--- src/rtl/rs_ctrl_pkg.sv ---
// Shared types and default sizing for the Reed-Solomon decoder controller.
// The BER top and the bench both take their default codeword geometry from here.
package rs_ctrl_pkg;

   localparam int SYM_W       = 8;
   localparam int N_SYMS_DEF  = 255;
   localparam int K_SYMS_DEF  = 239;
   localparam int TIMEOUT_DEF = 1023;

   // Controller phases: accept a codeword, wait for the decoder, stream the
   // corrected codeword out.
   typedef enum logic [1:0] {
      IDLE  = 2'd0,
      LOAD  = 2'd1,
      WAIT  = 2'd2,
      DRAIN = 2'd3
   } ctrl_state_e;

   // Apply the decoder's error magnitude to a received symbol.
   function automatic logic [SYM_W-1:0] fix_sym(input logic [SYM_W-1:0] rx_sym,
                                                input logic [SYM_W-1:0] err_mag);
      return rx_sym ^ err_mag;
   endfunction

endpackage

--- src/rtl/rs_sym_buf.sv ---
// Received-codeword buffer: simple dual-port RAM, one write port and one
// registered read port, so it maps onto block or distributed RAM.
module rs_sym_buf
   import rs_ctrl_pkg::*;
#(
   parameter int DEPTH = N_SYMS_DEF,
   parameter int W     = SYM_W,
   parameter int AW    = (DEPTH > 1) ? $clog2(DEPTH) : 1
) (
   input  logic          clk,
   input  logic          we,
   input  logic [AW-1:0] waddr,
   input  logic [W-1:0]  wdata,
   input  logic [AW-1:0] raddr,
   output logic [W-1:0]  rdata
);

   logic [W-1:0] mem [DEPTH];

   // Write on we; read data appears one cycle after the address.
   always_ff @(posedge clk) begin
      if (we) begin
         mem[waddr] <= wdata;
      end
      rdata <= mem[raddr];
   end

endmodule

--- src/rtl/rs_dec_ctrl.sv ---
// Sequences one codeword at a time through the rsdec decoder: buffers the
// received symbols while feeding the decoder, then XORs each buffered symbol
// with the decoder's error magnitude on the way out, and keeps saturating
// statistics for the BER register bank.
//
// Handshakes: a symbol moves on in_sym only in a cycle where in_valid and
// in_ready are both high; in_valid may toggle freely. The output side has no
// backpressure: out_sym is taken in every cycle out_valid is high, and the
// decoder side likewise presents one symbol per dec_enable / dec_valid cycle.
// The codeword length should satisfy (N_SYMS-K_SYMS) even and >= 2.
module rs_dec_ctrl
   import rs_ctrl_pkg::*;
#(
   parameter int N_SYMS  = N_SYMS_DEF,
   parameter int K_SYMS  = K_SYMS_DEF,
   parameter int TIMEOUT = TIMEOUT_DEF,
   parameter int CNT_W   = 32
) (
   input  logic             clk,
   input  logic             rst,
   input  logic [SYM_W-1:0] in_sym,
   input  logic             in_valid,
   output logic             in_ready,
   output logic [SYM_W-1:0] dec_x,
   output logic             dec_enable,
   output logic [SYM_W-1:0] dec_k,
   input  logic [SYM_W-1:0] dec_error,
   input  logic             dec_valid,
   input  logic             dec_with_error,
   output logic [SYM_W-1:0] out_sym,
   output logic             out_valid,
   output logic             out_last,
   output logic [CNT_W-1:0] cw_count,
   output logic [CNT_W-1:0] cw_err_count,
   output logic [CNT_W-1:0] sym_corr_count,
   output logic             timeout_err,
   output logic             busy,
   output ctrl_state_e      state_dbg
);

   localparam int AW = (N_SYMS > 1) ? $clog2(N_SYMS) : 1;
   localparam int TW = (TIMEOUT > 1) ? $clog2(TIMEOUT + 1) : 1;

   ctrl_state_e      state;
   ctrl_state_e      state_nxt;
   logic [AW-1:0]    wr_idx;
   logic [AW-1:0]    rd_idx;
   logic [AW-1:0]    rd_idx_nxt;
   logic [TW-1:0]    to_cnt;
   logic             err_seen;
   logic             err_any;
   logic             accept;
   logic             consume;
   logic             last_wr;
   logic             last_rd;
   logic             timeout_hit;
   logic [SYM_W-1:0] buf_rdata;

   // Counters stick at all-ones instead of wrapping.
   function automatic logic [CNT_W-1:0] sat_inc(input logic [CNT_W-1:0] v);
      return (&v) ? v : v + CNT_W'(1);
   endfunction

   assign dec_k     = SYM_W'(K_SYMS);
   assign state_dbg = state;

   // Event decode and next-state / next-read-index selection.
   always_comb begin
      accept      = in_valid & in_ready;
      consume     = dec_valid & ((state == WAIT) | (state == DRAIN));
      last_wr     = accept & (wr_idx == AW'(N_SYMS - 1));
      last_rd     = consume & (rd_idx == AW'(N_SYMS - 1));
      timeout_hit = (state == WAIT) & ~dec_valid & (to_cnt == TW'(TIMEOUT - 1));
      err_any     = err_seen | dec_with_error;

      state_nxt = state;
      case (state)
         IDLE: begin
            if (accept) begin
               state_nxt = last_wr ? WAIT : LOAD;
            end
         end
         LOAD: begin
            if (last_wr) begin
               state_nxt = WAIT;
            end
         end
         WAIT: begin
            // The first decoded symbol is already handled in this cycle.
            if (consume) begin
               state_nxt = last_rd ? IDLE : DRAIN;
            end else if (timeout_hit) begin
               state_nxt = IDLE;
            end
         end
         DRAIN: begin
            if (last_rd) begin
               state_nxt = IDLE;
            end
         end
         default: state_nxt = IDLE;
      endcase

      rd_idx_nxt = rd_idx;
      if (last_rd || timeout_hit) begin
         rd_idx_nxt = '0;
      end else if (consume) begin
         rd_idx_nxt = rd_idx + AW'(1);
      end
   end

   // The buffer is read at the index the next output will use, so the
   // symbol is already waiting when dec_valid arrives.
   rs_sym_buf #(
      .DEPTH (N_SYMS),
      .W     (SYM_W),
      .AW    (AW)
   ) u_buf (
      .clk   (clk),
      .we    (accept),
      .waddr (wr_idx),
      .wdata (in_sym),
      .raddr (rd_idx_nxt),
      .rdata (buf_rdata)
   );

   // Controller state, registered outputs and statistics.
   always_ff @(posedge clk) begin
      if (rst) begin
         state          <= IDLE;
         in_ready       <= 1'b0;
         busy           <= 1'b0;
         dec_enable     <= 1'b0;
         dec_x          <= '0;
         wr_idx         <= '0;
         rd_idx         <= '0;
         to_cnt         <= '0;
         err_seen       <= 1'b0;
         timeout_err    <= 1'b0;
         out_valid      <= 1'b0;
         out_last       <= 1'b0;
         out_sym        <= '0;
         cw_count       <= '0;
         cw_err_count   <= '0;
         sym_corr_count <= '0;
      end else begin
         state    <= state_nxt;
         in_ready <= (state_nxt == IDLE) || (state_nxt == LOAD);
         busy     <= (state_nxt != IDLE);

         // Decoder input mirrors each accepted symbol one cycle later.
         dec_enable <= accept;
         if (accept) begin
            dec_x  <= in_sym;
            wr_idx <= last_wr ? '0 : wr_idx + AW'(1);
         end

         rd_idx <= rd_idx_nxt;

         if ((state == WAIT) && !consume && !timeout_hit) begin
            to_cnt <= to_cnt + TW'(1);
         end else begin
            to_cnt <= '0;
         end

         if (timeout_hit) begin
            timeout_err <= 1'b1;
         end

         if (last_rd || timeout_hit) begin
            err_seen <= 1'b0;
         end else if (((state == WAIT) || (state == DRAIN)) && dec_with_error) begin
            err_seen <= 1'b1;
         end

         out_valid <= consume;
         out_last  <= last_rd;
         if (consume) begin
            out_sym <= fix_sym(buf_rdata, dec_error);
         end

         if (last_rd) begin
            cw_count <= sat_inc(cw_count);
         end
         if (last_rd && err_any) begin
            cw_err_count <= sat_inc(cw_err_count);
         end
         if (consume && (dec_error != '0)) begin
            sym_corr_count <= sat_inc(sym_corr_count);
         end
      end
   end

endmodule

--- config.mk ---
export PLATFORM = sky130hd
export DESIGN_NAME = rs_dec_ctrl
export DESIGN_NICKNAME = d
export VERILOG_FILES = /design/src/rtl/rs_ctrl_pkg.sv /design/src/rtl/rs_sym_buf.sv /design/src/rtl/rs_dec_ctrl.sv
export SDC_FILE = /design/constraint.sdc
export NUM_CORES = 2
export LEC_CHECK = 0
export ABC_AREA = 0
export CORE_MARGIN = 5
export CORE_UTILIZATION = 46
export DETAILED_ROUTE_END_ITERATION = 6
export DONT_BUFFER_PORTS = 1
export GPL_TIMING_DRIVEN = 0
export HOLD_SLACK_MARGIN = 0.12
export PLACE_DENSITY = 0.61
export RECOVER_POWER = 100
export SLEW_MARGIN = 20
export SYNTH_ARGS = -nofsm -noshare
export SYNTH_HDL_FRONTEND = slang
export SYNTH_HIERARCHICAL = 1
export SYNTH_SLANG_ARGS = --single-unit
--- constraint.sdc ---
create_clock -name clk -period 5 [get_ports clk]
set_input_delay 0.5 -clock clk [delete_from_list [all_inputs] [get_ports clk]]
set_output_delay 0.5 -clock clk [all_outputs]
set_load 0.01 [all_outputs]
Word level (Yosys, flattened, before mapping):

Memory sizes are Yosys's and may differ from the RTL's. A register that Yosys moved wholly into a read port is not among the register bits.
Index checks and enable logic that the tools add are counted.

* RAM bits: 2040
* logic and storage cells: 79
* register bits after elaboration: 147
* output and inout port bits: 128
* memories kept: 1

Memory list
* u_buf.mem: depth 255, bits a word 8, rd ports 1, clocked after memory_dff 1, wr ports 1, line rs_sym_buf.sv:18 `logic [W-1:0] mem [DEPTH];`

* bitwise gates (word level): 14
* eq/ne operators: 7
* reductions and logical operators: 22
* add/sub/neg operators: 6
* muxes and demuxes: 13

Operators by type and width (count)
* adder 32 x 1 -> 32 bit, second input constant: 3
* AND reduction 32 bit: 3
* two-way mux 8 bit: 3
* adder 8 x 1 -> 8 bit, second input constant: 2
* equality test 8 bit, second input constant: 2
* two-way mux 2 bit: 7
* adder 10 x 1 -> 10 bit, second input constant: 1
* equality test 10 bit, second input constant: 1
* case mux 2 bit (4 select lines): 1
* nonzero test 8 bit: 1
* bitwise XOR 8 bit: 1
* bitwise AND 1 bit: 6
* AND reduction 2 bit: 3
* logical AND 1 bit: 5
* NOT 1 bit: 5
* equality test 2 x 1 -> 1 bit, second input constant: 2
* equality test 2 bit, second input constant: 2
* logical NOT 2 bit: 2
* OR reduction 2 bit: 2
* logical OR 1 bit: 3
* logical NOT 1 bit: 2
* two-way mux 1 bit: 2
* OR 1 bit: 2
* nonzero test 2 bit: 1

Longest topological paths before layout:

* word-level depth: 9
* gate-level depth with buffers: 21
* gate-level depth less buffers: 13

Cells and area by module:

Netlist, hierarchy kept.

By module, submodules not included
* rs_sym_buf: area each 80485.9 um^2, cells each 3910, instances 1
* rs_dec_ctrl: area each 7146.9 um^2, cells each 863, instances 1

Worst setup path before layout:

OpenSTA, ideal clock, no wires.

* path type: flip-flop to flip-flop
* start: register state[1] (netlist: state_dbg[1])
* end: register u_buf.rdata[2], read port of u_buf.mem
* required time: 4873 ps
* library setup time: 127 ps
* data arrival time: 3665 ps
* slack: 1208 ps
* stages on the path, launching flop included: 16
* path through: dfxtp_1 > or3b_2 > nor4_1 > nand2b_1 > clkbuf_1 > nor2_1 > buf_6 > buf_12 > buf_12 > buf_8 > mux4_2 > mux4_2 > a22oi_1 > nand2_1 > nor3_2 > o32ai_1

* cells in the longest elaborated chain, start to end: 6
* elaborated cells on any way between the ends: 10
* those cells by class: 2 x eq/ne; 2 x mux; 5 x bitwise; 1 x reduce/logical

Ends and longest elaborated chain
* start, declared: line rs_dec_ctrl.sv:44 `ctrl_state_e state;`
* start signal, assigned: line rs_dec_ctrl.sv:147 `state <= state_nxt;`
* equality test 2 bit, on equally long branches: line rs_dec_ctrl.sv:70, rs_dec_ctrl.sv:73
* OR 1 bit: line rs_dec_ctrl.sv:70 `consume = dec_valid & ((state == WAIT) | (state == DRAIN));`
* bitwise AND 1 bit: line rs_dec_ctrl.sv:70
* bitwise AND 1 bit: line rs_dec_ctrl.sv:72 `last_rd = consume & (rd_idx == AW'(N_SYMS - 1));`
* logical OR 1 bit: line rs_dec_ctrl.sv:105 `if (last_rd || timeout_hit) begin`
* two-way mux 8 bit *: line rs_dec_ctrl.sv:105
* named net rd_idx_nxt[0]: line rs_dec_ctrl.sv:48 `logic [AW-1:0] rd_idx_nxt;`
* end, declared: line rs_sym_buf.sv:15 `output logic [W-1:0] rdata`

The timed path passes the listed nets; every way through them passes the cells marked *.
A chain may end at the register's enable or synchronous reset.

Final worst setup path:

* start: register state[1] (netlist: state_dbg[1])
* end: register u_buf.rdata[4], read port of u_buf.mem

Same word-level chain as after synthesis.

==> summary.md <==
| Metric | Value |
|---|---|
| Final worst setup slack | -203 ps |
| Peak Freq | between 150 and 200 MHz |
| Area Overhead vs Synth | 14.5% |
| Multi-input gate area | 21700 µm² |
| Minimum clock period | 5200 ps |
| Yosys top cell by area | edfxtp_1 |
| CP Class | reg2reg |
| Hold path start | rst |
| Overflow after GRT | 0 |
| Worst slew pin tran | between 5000 and 6000 ps |
| Fin crit share | 104% |
| Routed Antenna Nets | 0 |
| Die area | roughly 200000 µm² |
| Clk_lat worst skew | 890 ps |
| Core box area | ~190000 µm² |
| Register bit count reported by yosys | 2195 |
| Vias in the first global route | ~50000 |
| Worst Setup SP | state_dbg[1] |
| Critical Path AT | between 5000 and 6000 ps |
| RSZ-0062 raised after global routing | yes |
| Num rows | 160 |
| Root buffer cell | clkbuf_16 |
| Clock tree buffer depth | 3 |
| Logic pwr share | between 1 and 1.5% |
| Critical Path RT | approximately 5800 ps |
| Detailed-route DRC error count | 2 |
| RD Place Congestion | approximately 1.0 |
| Initial antenna violation count | 24 |
| CP top delay family | simple AND/OR/NAND/NOR gates |
| Max cap viols | 11 |
| Post-synth cell types | 88 |
| Buf/Inv on CP | 3 |
| Pleak | slightly above 30 nW |
| Sum of negative setup slack | -7930 ps |
| Failing checks | DRC, capacitance limit, slew limit, setup timing |
| CP max stage delay | 900 ps |
| Startpoint type of the worst setup path | register |
| Pwr dens | 370 nW/µm² |
| GRT Total Usage | approximately a third |
| First-pass GRT wire length | about 450000 µm |
| Worst hold margin | between 150 and 200 ps |
| CP max stage cell | nor2_1 |
| CP Capture Type | register |
| Syn Inst Count | around 4800 |
| Total chip power | 37.1 mW |
| Net Sw Frac | 20.7% |
| TritonRoute pass-1 iters | 7 |
| Via density | 6.99 |
| Fin nets | a little over 5000 |
| Switch Pwr | about 7.7 mW |
| Via count | between 50000 and 60000 |
| Final Max Slew Viols | about 1500 |
| IO Pins | 149 |
| Sequential area share after synthesis | approximately three quarters |
| Die height | 446 µm |
| Area share of the largest cell type after synthesis | a little over two thirds |
| Critical path peak fanout | 11 |
| Mean post-synth cell area | 18.4 µm² |
| Synth warn | 6 |
| CTS sink cnt | between 2000 and 2500 |
| Max VDD drop | about 340 µV |
| RR Startpoint | state_dbg[1] |
| Flop-to-flop setup slack | -200 ps |
| Relative slew slack | -268% |
| Status | complete, but fails checks |
| Routed length per instance | 44.5 µm |
| Initial Util | a little under half |
| Hold Violations, Final | 0 |
| Placed cell area | around 92000 µm² |
| IO buf count | 0 |
| FFs w/ async S/R, synth | 0% |
| Fin util | 52.9% |
| Cell Area, Synth | about 90000 µm² |
| DP HPWL | between 200000 and 250000 µm |
| Clock share of power | ~45% |
| Power Internal | 29.4 mW |
| Filler Cell Count | 15000 |
| Crit-path cells | or3b_2, nor4_4, nand2b_4, nor2_1, buf_6, buf_6, buf_4, nor2_1, a22oi_1, a31oi_1, a21oi_1, a21o_1, o22ai_1, a211o_1 |
| Fraction of layout cells with a size suffix above 1 | approximately a fifth |
| HP Class | in2reg |
| DIE WIDTH | roughly 450 µm |
| Final clock skew | between 60 and 70 ps |
| Reg power frac | between 50% and 60% |
| Worst-path clk slew | about 60 ps |
| Iter 0 DRT Violations | around 9100 |
| Total CTS buffers | about 220 |
| Post-synth EDFFs | roughly 2000 |
| Clock tree from TritonCTS | built |
| Post-Route WL | around 350000 µm |
| Largest net degree at the start of global routing | 257 |
| Post-Layout Inst Area | 100000 µm² |
| Area contributors post-synth | edfxtp_1 (70%), mux4_2 (9.8%), dfxtp_1 (3.5%) |
| H-tree lvl count | 4 |
| Reg area | about 64000 µm² |
| Final setup violation count | 132 |
| Primary FF master, synth | edfxtp_1 |
==> repair_timing <==
action | 4_1_cts | 5_1_grt
pin swaps | 10 | 6
hold buffers | 20 | 7
endpoints found under the setup margin | 16 | 389
hold endpoints to repair | 2080 | 211
gates resized for setup | 203 | 100
setup buffers | 2 | 14
==> kinds of logic after synthesis <==
kind of cell | Yosys count | synth area share, %
adders and majority gates | 9 | 0.129
AOI/OAI and AO/OA | 512 | 3.90
other | 2 | 0.00857
DFF | 2195 | 73.4
buffers and inverters | 320 | 2.40
xor gates and xnor gates | 39 | 0.390
muxes | 658 | 14.1
and+or+nand+nor | 1038 | 5.61
==> per-stage QoR <==
| stage | setup WS (ps) | std cells |
|---|---|---|
| 2_1_floorplan | 1210 | 4779 |
| 5_1_grt | -115 | 7771 |
| 3_3_place_gp | -3440 | 7290 |
| 4_1_cts | 1.69 | 7741 |
| 6_report | -203 | 7786 |
| 3_5_place_dp | -2490 | 7318 |
==> layout make-up <==
type / count / share of cell area [%]
repair buffers: 78 / 1.10
plain buffers: 289 / 2.60
clock buffers: 274 / 5.67
flip-flops and latches: 2195 / 64.2
inverters: 29 / 0.111
multi-input cells: 2264 / 21.7
clock inverters: 129 / 1.50
diodes: 17 / 0.0424
well taps: 2511 / 3.13
==> worst register-to-register path, cell delays in order (launching register included) <==
cell and delay, ps:
dfxtp_4 440, or3b_2 550, nor4_4 320, nand2b_4 240, nor2_1 120, buf_6 210, buf_6 210, buf_4 310
nor2_1 930, a22oi_1 160, a31oi_1 630, a21oi_1 100, a21o_1 210, o22ai_1 310, a211o_1 350
==> cell usage after synthesis (7+ instances only) <==
| library cell | n |
|---|---|
| edfxtp_1 | 2040 |
| nor2_1 | 400 |
| mux4_2 | 382 |
| nand2_1 | 228 |
| mux2i_1 | 194 |
| dfxtp_1 | 155 |
| a21oi_1 | 144 |
| clkbuf_1 | 117 |
| nand3_1 | 87 |
| mux4_1 | 60 |
| o21ai_0 | 60 |
| o221ai_1 | 60 |
| nand4_1 | 58 |
| o22ai_1 | 57 |
| buf_2 | 51 |
| or4_1 | 41 |
| or3_1 | 37 |
| o31ai_1 | 36 |
| nor2b_1 | 34 |
| nor3_1 | 34 |
| buf_6 | 33 |
| nor4_1 | 31 |
| buf_8 | 30 |
| and3_1 | 27 |
| inv_1 | 27 |
| a22oi_1 | 25 |
| buf_4 | 25 |
| xnor2_1 | 24 |
| a211oi_1 | 23 |
| mux2_2 | 22 |
| a31oi_1 | 18 |
| and2_1 | 16 |
| buf_1 | 15 |
| xor2_1 | 15 |
| a2111oi_0 | 12 |
| o211ai_1 | 12 |
| and4_1 | 10 |
| clkbuf_4 | 10 |
| ha_1 | 9 |
| or2_2 | 8 |
| nand2b_1 | 7 |
==> layer usage <==
| metal | wire length, µm | track usage (%) | vias to the layer above |
|---|---|---|---|
| li1 | - | - | 20100 |
| met1 | 121000 | 45.0 | 28600 |
| met2 | 145000 | 48.2 | 4798 |
| met3 | 56400 | 15.0 | 940 |
| met4 | 23500 | 18.6 | 10 |
| met5 | 167 | 0.366 | - |
==> sequential cells by signal, summed over array words and instances, names as in the netlist, 2 cells and up <==
signal / count
u_buf/mem: 2040
cw_count: 32
cw_err_count: 32
sym_corr_count: 32
to_cnt: 10
dec_x: 8
out_sym: 8
rd_idx: 8
u_buf/rdata: 8
wr_idx: 8
state_dbg: 2
==> final timing paths <==
check,endpoint,cells after the start
worst max-delay path,u_buf/rdata[4],14
worst min-delay path,sym_corr_count[16],3
worst max register to register,u_buf/rdata[4],14
worst min register to register,to_cnt[0],1
==> layout by cell type (no fill, tap or decap), types with 22 or more instances in the layout <==
cell type / netlist / routed
or3_1: 37 / 37
clkinv_2: 0 / 42
clkbuf_4: 10 / 24
clkbuf_2: 0 / 43
o22ai_1: 57 / 56
inv_1: 27 / 27
nand2_1: 228 / 225
nand3_1: 87 / 87
mux4_2: 382 / 382
and3_1: 27 / 27
nor4_1: 31 / 28
edfxtp_1: 2040 / 2040
buf_16: 0 / 25
o221ai_1: 60 / 59
nor2_1: 400 / 328
nand4_1: 58 / 58
o21ai_0: 60 / 55
mux2i_1: 194 / 193
clkinv_1: 2 / 45
dfxtp_1: 155 / 154
nor2_2: 0 / 71
buf_6: 33 / 62
nor2b_1: 34 / 32
clkbuf_16: 0 / 219
clkbuf_1: 117 / 121
a21oi_1: 144 / 140
o31ai_1: 36 / 32
nor3_1: 34 / 30
mux4_1: 60 / 60
buf_4: 25 / 47
buf_8: 30 / 34
or4_1: 41 / 41
a22oi_1: 25 / 25
xnor2_1: 24 / 24
bufinv_16: 0 / 22
==> power groups by stage <==
stage / Combinational (mW) / Sequential [mW] / Clock, mW
floorplan: 0.0710 / 20.5 / 0
global route: 0.463 / 20.1 / 17.5
finish: 0.441 / 20.1 / 16.5
detailed placement: 0.126 / 20.5 / 0
global placement: 0.125 / 20.5 / 0
CTS: 0.432 / 20.1 / 16.6
Power figures use the tool's default switching activity.
